$ cat src/rtl/alu_pkg.sv
// alu_pkg: shared function codes and sequencer state encoding for the ALU command front end
package alu_pkg;

    typedef enum logic [1:0] {
        FN_ADD     = 2'd0,
        FN_OR_RED  = 2'd1,
        FN_AND_RED = 2'd2,
        FN_CONCAT  = 2'd3
    } alu_fn_t;

    typedef enum logic [1:0] {
        IDLE   = 2'd0,
        GOT_A  = 2'd1,
        EXEC   = 2'd2,
        RESULT = 2'd3
    } seq_state_t;

endpackage

$ cat src/rtl/alu_eval.sv
// alu_eval: combinational evaluation of one ALU function on two N-bit operands
//   fn     : function code (alu_fn_t)
//   a, b   : N-bit operands
//   result : 2N-bit result, zero-extended
module alu_eval
    import alu_pkg::*;
#(
    parameter int N = 4
) (
    input  alu_fn_t          fn,
    input  logic [N-1:0]     a,
    input  logic [N-1:0]     b,
    output logic [2*N-1:0]   result
);

    logic [2*N-1:0] sum;

    always_comb begin
        sum    = (2*N)'(a) + (2*N)'(b);
        result = fn == FN_ADD     ? sum :
                 fn == FN_OR_RED  ? (2*N)'((|a) | (|b)) :
                 fn == FN_AND_RED ? (2*N)'((&a) & (&b)) :
                                    {a, b};
    end

endmodule

$ cat src/rtl/alu_op_sequencer.sv
// alu_op_sequencer: collects A/B operand beats, evaluates one ALU function, returns a registered result
//   Clock, Reset         : rising-edge clock, asynchronous active-high reset
//   in_valid/in_ready    : operand stream; first beat carries A and Function, second beat B
//   Function, Data       : operation code (A beat only) and N-bit operand
//   out_valid/out_ready  : result stream; ALUOut held until accepted
//   ALUOut               : 2N-bit registered result, kept after the handshake
//   busy                 : high whenever not IDLE
//   Zero, Carry          : result flags, present only when ALU_FLAGS_EN is defined
module alu_op_sequencer
    import alu_pkg::*;
#(
    parameter int N = 4
) (
    input  logic           Clock,
    input  logic           Reset,
    input  logic           in_valid,
    output logic           in_ready,
    input  logic [1:0]     Function,
    input  logic [N-1:0]   Data,
    output logic           out_valid,
    input  logic           out_ready,
    output logic [2*N-1:0] ALUOut,
    output logic           busy
`ifdef ALU_FLAGS_EN
    ,
    output logic           Zero,
    output logic           Carry
`endif
);

    seq_state_t     state_q, state_d;
    alu_fn_t        fn_q, fn_d;
    logic [N-1:0]   a_q, a_d, b_q, b_d;
    logic [2*N-1:0] alu_out_q, alu_out_d, result;
    logic           out_valid_q, out_valid_d;

    alu_eval #(.N(N)) u_eval (
        .fn     (fn_q),
        .a      (a_q),
        .b      (b_q),
        .result (result)
    );

    assign in_ready  = state_q == IDLE || state_q == GOT_A;
    assign busy      = state_q != IDLE;
    assign out_valid = out_valid_q;
    assign ALUOut    = alu_out_q;

    always_comb begin
        state_d     = state_q;
        fn_d        = fn_q;
        a_d         = a_q;
        b_d         = b_q;
        alu_out_d   = alu_out_q;
        out_valid_d = out_valid_q;
        case (state_q)
            IDLE: if (in_valid) begin
                a_d     = Data;
                fn_d    = alu_fn_t'(Function);
                state_d = GOT_A;
            end
            GOT_A: if (in_valid) begin
                b_d     = Data;
                state_d = EXEC;
            end
            EXEC: begin
                alu_out_d   = result;
                out_valid_d = 1'b1;
                state_d     = RESULT;
            end
            default: if (out_ready) begin
                out_valid_d = 1'b0;
                state_d     = IDLE;
            end
        endcase
    end

    always_ff @(posedge Clock or posedge Reset) begin
        if (Reset) begin
            state_q     <= IDLE;
            fn_q        <= FN_ADD;
            a_q         <= '0;
            b_q         <= '0;
            alu_out_q   <= '0;
            out_valid_q <= 1'b0;
        end else begin
            state_q     <= state_d;
            fn_q        <= fn_d;
            a_q         <= a_d;
            b_q         <= b_d;
            alu_out_q   <= alu_out_d;
            out_valid_q <= out_valid_d;
        end
    end

`ifdef ALU_FLAGS_EN
    logic zero_q, zero_d, carry_q, carry_d;

    // flags load only on the EXEC edge so they stay paired with ALUOut
    always_comb begin
        zero_d  = state_q == EXEC ? result == '0 : zero_q;
        carry_d = state_q == EXEC ? (fn_q == FN_ADD && result[N]) : carry_q;
    end

    always_ff @(posedge Clock or posedge Reset) begin
        if (Reset) begin
            zero_q  <= 1'b0;
            carry_q <= 1'b0;
        end else begin
            zero_q  <= zero_d;
            carry_q <= carry_d;
        end
    end

    assign Zero  = zero_q;
    assign Carry = carry_q;
`endif

endmodule
$ cat config.mk
export PLATFORM = sky130hd
export DESIGN_NAME = alu_op_sequencer
export DESIGN_NICKNAME = d
export VERILOG_FILES = /design/src/rtl/alu_pkg.sv /design/src/rtl/alu_eval.sv /design/src/rtl/alu_op_sequencer.sv
export SDC_FILE = /design/constraint.sdc
export NUM_CORES = 1
export LEC_CHECK = 0
export BUFFER_PORTS_ARGS = -buffer_cell sky130_fd_sc_hd__buf_4
export CAP_MARGIN = 20
export CORE_ASPECT_RATIO = 1.5
export CORE_MARGIN = 2
export CORE_UTILIZATION = 53
export DETAILED_ROUTE_END_ITERATION = 10
export MAX_ROUTING_LAYER = met4
export PLACE_DENSITY_LB_ADDON = 0.08
export SYNTH_ARGS = -nofsm -noshare
export SYNTH_HDL_FRONTEND = slang
export SYNTH_SLANG_ARGS = --single-unit
$ cat constraint.sdc
create_clock -name Clock -period 3 [get_ports Clock]
set_input_delay 0.45 -clock Clock [delete_from_list [all_inputs] [get_ports Clock]]
set_output_delay 0.45 -clock Clock [all_outputs]
set_load 0.01 [all_outputs]
==> results.ini, run 1 <==
[global_routing]
grt_pass1_wl_mm = 3.705
vias_in_the_first_global_route = 857
global_route.usage.total = 0.1958
initial_antenna_violation_count = 0
grt_start_max_net_pins = 22
grt_overflow = 0

[place]
dp_hpwl_mm = 1.662
buffer_ports.inserted = 20
gpl.final_weighted_congestion = 0.8057

[cts]
cts_buffer_depth = 2
clock_latency_late_sink_ns = 0.31
cts_sinks = 21
clk_pin_slew_ns = 0.12
ctsHoldBuffers = 0
clk_root_buffer_cell = sky130_fd_sc_hd__clkbuf_4
tritoncts.num_buffers = 3
tritoncts_clock_tree = built
postCtsSetupBuffers = 0
htreeDepth = 1
cts_resized = 0

[die]
floorplan.die_area_mm2 = 0.002556
floorplan.initialDensity = 0.5648
core_mm2 = 0.002027
placement_rows = 20
die_h_um = 60.92
num_io_pins = 21
chipWidth_um = 41.95

[worst_hold_path]
min-delay-path-class = in2async

[yosys]
post-synth-top-area-fraction = 0.4590
yosysMostFrequentCell = sky130_fd_sc_hd__dfrtp_1
synth_area_leaders = sky130_fd_sc_hd__dfrtp_1, sky130_fd_sc_hd__mux2_2, sky130_fd_sc_hd__ha_1, sky130_fd_sc_hd__inv_1, sky130_fd_sc_hd__o22ai_1
synthesis_stage_register_bit_count = 21
yosys-top-cells-count = sky130_fd_sc_hd__dfrtp_1, sky130_fd_sc_hd__inv_1, sky130_fd_sc_hd__mux2_2
netlist_area_mm2 = 0.001145
synth_async_sr_flop_share = 1.000
synth_fp_nets = 128
synth_cell_types = 31
number_of_synthesized_flops_with_an_enable_pin = 0
post_synth.cell_area_avg_um2 = 10.41
synth.yosys.warnings = 0
netlist.top_cell.by_area = sky130_fd_sc_hd__dfrtp_1
post_synth_inst_count = 110
synth_ff_type = sky130_fd_sc_hd__dfrtp_1
yosysSeqAreaShare = 0.4590

[outcome]
status = complete, no violations

[worst_setup_path]
crit_type = reg2out
crit_fanout = 5
endpoint_kind = output port
timing.critical_path.from_type = flip-flop
crit_arrival_ns = 1.49
critPathRequiredTime_ns = 2.55

[cells_and_area]
synthToLayoutAreaGrowth_pct = 16.61
layout-drive-gt1-share = 0.2824
multi_input_area_um2 = 548.0
filler_cell_count = 174
layout.area.seq_um2 = 525.5
final_net_count = 150
num_antenna_cells = 0

[power]
cellInternalPower_uw = 886.9
power-per-cell-area_mw_per_mm2 = 1139
seq_power_share = 0.387
vdd_drop_max_uv = 664.0
power.share.clock = 0.091
power.share.switching = 0.4168
share_comb_of_total_power = 0.522
cellLeakagePower_nw = 0.6224
power.net_switching_uw = 633.9

[timing]
clock.fmax_mhz = 515.9
final.period_utilization = 0.6461
slew_viol_final = 0
rsz0062_at_grt = false
hold_ws_ns = 0.2732
report.final.hold_viol_count = 0
layout_min_cycle_time_ns = 1.938
tightestPinTransition_ns = 0.7877
timing.clock.skew_ns = 0.004690
aggregate_negative_setup_slack_ns = 0
timing.max_slew.rel_slack = 0.4743
finish_stage_setup_viols = 0

[drt]
drt_iter0_drc = 15
detail-route-antenna-nets = 0
detailroute.via_count = 894
route.detailed.wl_per_inst_um = 14.12
detail_route.vias_per_cell = 5.843
drt_wl_total_mm = 2.161
detailedRoute.firstPassIterationCount = 4
drcViolationCount = 0

[run]
drv.max_cap_violation_count = 0

worst max-delay path, stage by stage, from the launching register on:
cell and delay, ns:
sky130_fd_sc_hd__dfrtp_1 0.39, sky130_fd_sc_hd__inv_1 0.08, sky130_fd_sc_hd__ha_1 0.23, sky130_fd_sc_hd__nor2_1 0.26
sky130_fd_sc_hd__inv_1 0.07, sky130_fd_sc_hd__buf_4 0.15
layout make-up:
type                            instances  share of cell area
Clock buffer                            3             0.01687
Clock inverter                          1            0.003749
Inverter                               13             0.03655
Multi-Input combinational cell         72              0.4105
Sequential cell                        21              0.3936
Timing Repair Buffer                   21              0.1181
Tap cell                               22             0.02062
state kept, by name (all words and copies together) (netlist names):
| register | cells |
|---|---|
| state_q | 2 |
| ALUOut | 8 |
| a_q | 4 |
| b_q | 4 |
| fn_q | 2 |
| out_valid | 1 |
cell usage in the layout, fill, tap and decap left out:
cell type,count
sky130_fd_sc_hd__nand4_1,3
sky130_fd_sc_hd__a21oi_1,3
sky130_fd_sc_hd__clkbuf_4,3
sky130_fd_sc_hd__dfrtp_1,21
sky130_fd_sc_hd__or2_2,1
sky130_fd_sc_hd__a31oi_1,4
sky130_fd_sc_hd__nor2b_1,3
sky130_fd_sc_hd__mux2_2,10
sky130_fd_sc_hd__nor3_1,3
sky130_fd_sc_hd__nor4b_2,1
sky130_fd_sc_hd__or4b_1,1
sky130_fd_sc_hd__and2_1,1
sky130_fd_sc_hd__a41oi_1,1
sky130_fd_sc_hd__buf_4,21
sky130_fd_sc_hd__o22ai_1,5
sky130_fd_sc_hd__fa_1,1
sky130_fd_sc_hd__nand2_1,8
sky130_fd_sc_hd__nand2b_1,2
sky130_fd_sc_hd__inv_1,13
sky130_fd_sc_hd__a221o_1,1
sky130_fd_sc_hd__a21o_1,1
sky130_fd_sc_hd__nand3_1,4
sky130_fd_sc_hd__clkinv_2,1
sky130_fd_sc_hd__o221a_1,1
sky130_fd_sc_hd__a22o_1,1
sky130_fd_sc_hd__or3_1,1
sky130_fd_sc_hd__o2111ai_1,1
sky130_fd_sc_hd__nor2_1,5
sky130_fd_sc_hd__o221ai_1,1
sky130_fd_sc_hd__xnor2_1,1
sky130_fd_sc_hd__nor4_1,1
sky130_fd_sc_hd__ha_1,7
path summary, 6_finish.rpt:
kind	slack [ns]	endpoint	start	cells after the start
setup reg to reg	1.42	ALUOut[4]	a_q[0]	6
setup / recovery	1.06	in_ready	state_q[0]	5
hold reg to reg	0.53	out_valid	out_valid	1
hold / removal	0.27	a_q[1]	Reset	2
min in group Clock	0.37	b_q[1]	Data[1]	2
max in group asynchronous	2.24	a_q[0]	Reset	2
power by group through the flow:
stage               sequential [mW]  combinational [mW]  clock, mW
floorplan                     0.560               0.581          0
global route                  0.619               0.888      0.151
CTS                           0.590               0.804      0.142
global placement              0.593               0.777          0
detailed placement            0.597               0.799          0
finish                        0.589               0.793      0.139
layer usage:
metal | share of wire | vias to the layer above | global-route usage
met1 | 0.41 | 433 | 0.2147
met4 | 0.025 | 0 | 0.1014
li1 | - | 434 | -
met2 | 0.53 | 20 | 0.3527
met3 | 0.031 | 7 | 0.01786
met5 | 0 | - | -
through the flow:
stage	util	total power, mW	area (µm²)	setup WS, ns	cells
floorplan	-	1.141	1145	1.552	110
global placement	0.6451	1.369	1308	1.444	149
detailed placement	0.6451	1.395	1308	1.410	149
CTS	0.6586	1.535	1335	1.048	153
global route	0.6586	1.659	1335	0.9217	153
finish	0.6586	1.521	1335	1.062	153
kinds of logic after synthesis:
| logic type | count (synthesis) | share of synthesized area |
|---|---|---|
| and+or+nand+nor | 34 | 0.1607 |
| DFF | 21 | 0.4590 |
| AOI/OAI and AO/OA | 19 | 0.1180 |
| buffers and inverters | 17 | 0.06230 |
| muxes | 10 | 0.09836 |
| adders and majority gates | 8 | 0.09399 |
| xor gates and xnor gates | 1 | 0.007652 |
Power figures use the tool's default switching activity.
==> run 2: changes to the inputs <==
Settings changed: CORE_UTILIZATION 53 to 48.
Clock period 3 ns to 1.75 ns, I/O delays scaled along.
==> run 2 against run 1 <==
Net effect:
- worst setup slack lost 0.97 ns
- non-clock buffer count rose by 6
- first-iteration DRC count up 33%
- worst hold slack got worse by 0.094 ns
- combinational power up 93%
- cell area grew 4.2%
- clock skew down 0.0033 ns
- sequential power grew 66%
- critical path type unchanged
- largest power group unchanged
- highest routed layer unchanged
==> results.ini, run 2 (synthesis gave the netlist of run 1 again) <==
[power]
cellLeakagePower_nw = 0.6531  ; +4.9%
seq_power_share = 0.356  ; -0.031
power.share.switching = 0.4198  ; +0.002912
power-per-cell-area_mw_per_mm2 = 1974  ; +73%
vdd_drop_max_uv = 1041  ; +57%
power.share.clock = 0.087  ; -0.004
cellInternalPower_mw = 1.594  ; +80%
share_comb_of_total_power = 0.558  ; +0.036
power.net_switching_mw = 1.153  ; +82%

[cells_and_area]
commonest_non_fill_non_tap_cells_in_the_layout = sky130_fd_sc_hd__buf_4, sky130_fd_sc_hd__dfrtp_1, sky130_fd_sc_hd__inv_1
layout-drive-gt1-share = 0.3139  ; +0.03143
filler_cell_count = 209  ; +20%
largest_reg_flops = 8  ; unchanged
num_antenna_cells = 0  ; unchanged
layout.area.seq_um2 = 525.5  ; unchanged
multi_input_area_um2 = 555.5  ; +1.4%
layout.cells.most_common = sky130_fd_sc_hd__buf_4
final_net_count = 156  ; +4.0%
synthToLayoutAreaGrowth_pct = 21.53

[timing]
finish_stage_setup_viols = 0  ; unchanged
timing.clock.skew_ns = 0.001417  ; -0.003273 ns
tightestPinTransition_ns = 0.3782  ; -0.4095 ns
clock.fmax_mhz = 601.4
final.setup.worst_slack_ns = 0.08715  ; -0.9744 ns
rsz0062_at_grt = false
timing.max_slew.rel_slack = 0.7479  ; +0.2736
layout_min_cycle_time_ns = 1.663
aggregate_negative_setup_slack_ns = 0  ; unchanged
slew_viol_final = 0  ; unchanged
final.period_utilization = 0.9502
report.final.hold_viol_count = 0  ; unchanged

[drt]
detail_route.vias_per_cell = 5.738  ; -1.8%
detailedRoute.firstPassIterationCount = 4  ; unchanged
detailroute.via_count = 918  ; +2.7%
route.detailed.wl_per_inst_um = 15.25  ; +8.0%
drt_wl_total_mm = 2.440  ; +13%
drt_iter0_drc = 20  ; +5
detail-route-antenna-nets = 0  ; unchanged
drcViolationCount = 0  ; unchanged

[outcome]
status = complete, no violations

[die]
die_h_um = 63.82  ; +4.8%
floorplan.initialDensity = 0.5066  ; -0.05817
floorplan.die_area_mm2 = 0.002800  ; +9.6%
num_io_pins = 21  ; unchanged
placement_rows = 21  ; +5.0%
core_mm2 = 0.002260  ; +11%
chipWidth_um = 43.88  ; +4.6%

[worst_setup_path]
crit_fanout = 5  ; unchanged
cp_num_buf_inv = 3  ; unchanged
timing.critical_path.slowest_cell_delay_ns = 0.39  ; about the same
critPathRequiredTime_ns = 1.49  ; -1.06 ns
crit_arrival_ns = 1.40  ; -0.09 ns
crit_type = reg2out
cp_cell_sequence = inv_1, ha_1, nor2_4, inv_1, buf_4
endpoint_kind = output port
cp_top_family = flip-flops
timing.critical_path.from_type = flip-flop
worst_path_most_repeated_cell = sky130_fd_sc_hd__inv_1
cp_slowest_cell = sky130_fd_sc_hd__dfrtp_1

[global_routing]
vias_in_the_first_global_route = 953  ; +11%
grt_overflow = 0  ; unchanged
grt_start_max_net_pins = 22  ; unchanged
initial_antenna_violation_count = 0  ; unchanged
grt_pass1_wl_mm = 4.202  ; +13%
global_route.usage.total = 0.2047  ; +0.008870

[cts]
tritoncts_clock_tree = built
tritoncts.num_buffers = 3  ; unchanged
clock_latency_late_sink_ns = 0.31  ; about the same
clk_root_buffer_cell = sky130_fd_sc_hd__clkbuf_4
cts_sinks = 21  ; unchanged
htreeDepth = 1  ; unchanged
cts_buffer_depth = 2  ; unchanged
clk_pin_slew_ns = 0.12  ; about the same

[place]
post-place-ws_ns = 0.1840  ; -1.226 ns
buffer_ports.inserted = 20  ; unchanged
gpl.final_weighted_congestion = 0.8050  ; about the same
dp_hpwl_mm = 1.822  ; +9.6%

[run]
drv.max_cap_violation_count = 0  ; unchanged

[worst_hold_path]
min-delay-path-class = in2reg

[run 2: cell count changes in the layout (fill, tap and decap cells not counted), sizes merged]
cell,delta
buf,+5
dlygate4sd3,+1
[run 2: power groups by stage]
stage | Combinational, mW | Clock (mW) | Sequential, mW
6_report | 1.53 | 0.239 | 0.977
2_1_floorplan | 0.996 | 0 | 0.961
5_1_grt | 1.72 | 0.262 | 1.01
4_1_cts | 1.51 | 0.248 | 0.979
3_5_place_dp | 1.49 | 0 | 0.991
3_3_place_gp | 1.44 | 0 | 0.976
[run 2: worst register-to-register path: stages (launching register included)]
cell	delay (ns)
sky130_fd_sc_hd__dfrtp_1	0.44
sky130_fd_sc_hd__ha_1	0.20
sky130_fd_sc_hd__inv_1	0.06
sky130_fd_sc_hd__fa_1	0.40
sky130_fd_sc_hd__nor2b_1	0.14
sky130_fd_sc_hd__o221ai_1	0.13
sky130_fd_sc_hd__a31oi_1	0.17
[run 2: path summary, 6_finish.rpt]
kind                       slack [ns]        start    endpoint  depth (start not counted)
max                              0.09   state_q[0]    in_ready                          5
min                              0.18  Function[0]     fn_q[0]                          2
max reg2reg                      0.13       a_q[0]   ALUOut[4]                          6
min reg2reg                      0.53    out_valid   out_valid                          1
max in group asynchronous        1.02        Reset  state_q[0]                          4
min in group asynchronous        0.52        Reset   ALUOut[1]                          4
[run 2: layout make-up]
class	instances	area share
clock inverters	1	0.003597
repair buffers	27	0.1475
clock buffers	3	0.01619
multi-input cells	72	0.3993
inverters	13	0.03507
well taps	23	0.02068
flip-flops and latches	21	0.3777
[run 2: metal layers]
layer / vias to the layer above / wire, µm / GRT usage
met2: 17 / 1335 / 0.3364
met3: 6 / 48 / 0.02260
met5: - / 0 / -
met1: 446 / 989 / 0.2284
met4: 0 / 65 / 0.1288
li1: 449 / - / -
[run 2: metrics by stage]
stage          instance area (µm²)  hold WS, ns  std cells  power (mW)    util
2_1_floorplan                 1145       0.2390        110       1.957       -
3_3_place_gp                  1339       0.3112        154       2.412  0.5925
3_5_place_dp                  1339       0.3166        154       2.483  0.5925
4_1_cts                       1379       0.1725        159       2.734  0.6102
5_1_grt                       1391       0.1797        160       2.995  0.6157
6_report                      1391       0.1790        160       2.747  0.6157
[run 2: timing repair]
action                     4_1_cts  5_1_grt
setup buffers                    0        1
setup endpoints to repair        1        1
pin swaps                        0        0
hold buffers                     1        0
hold endpoints to repair        21        0
gates resized for setup          1        1
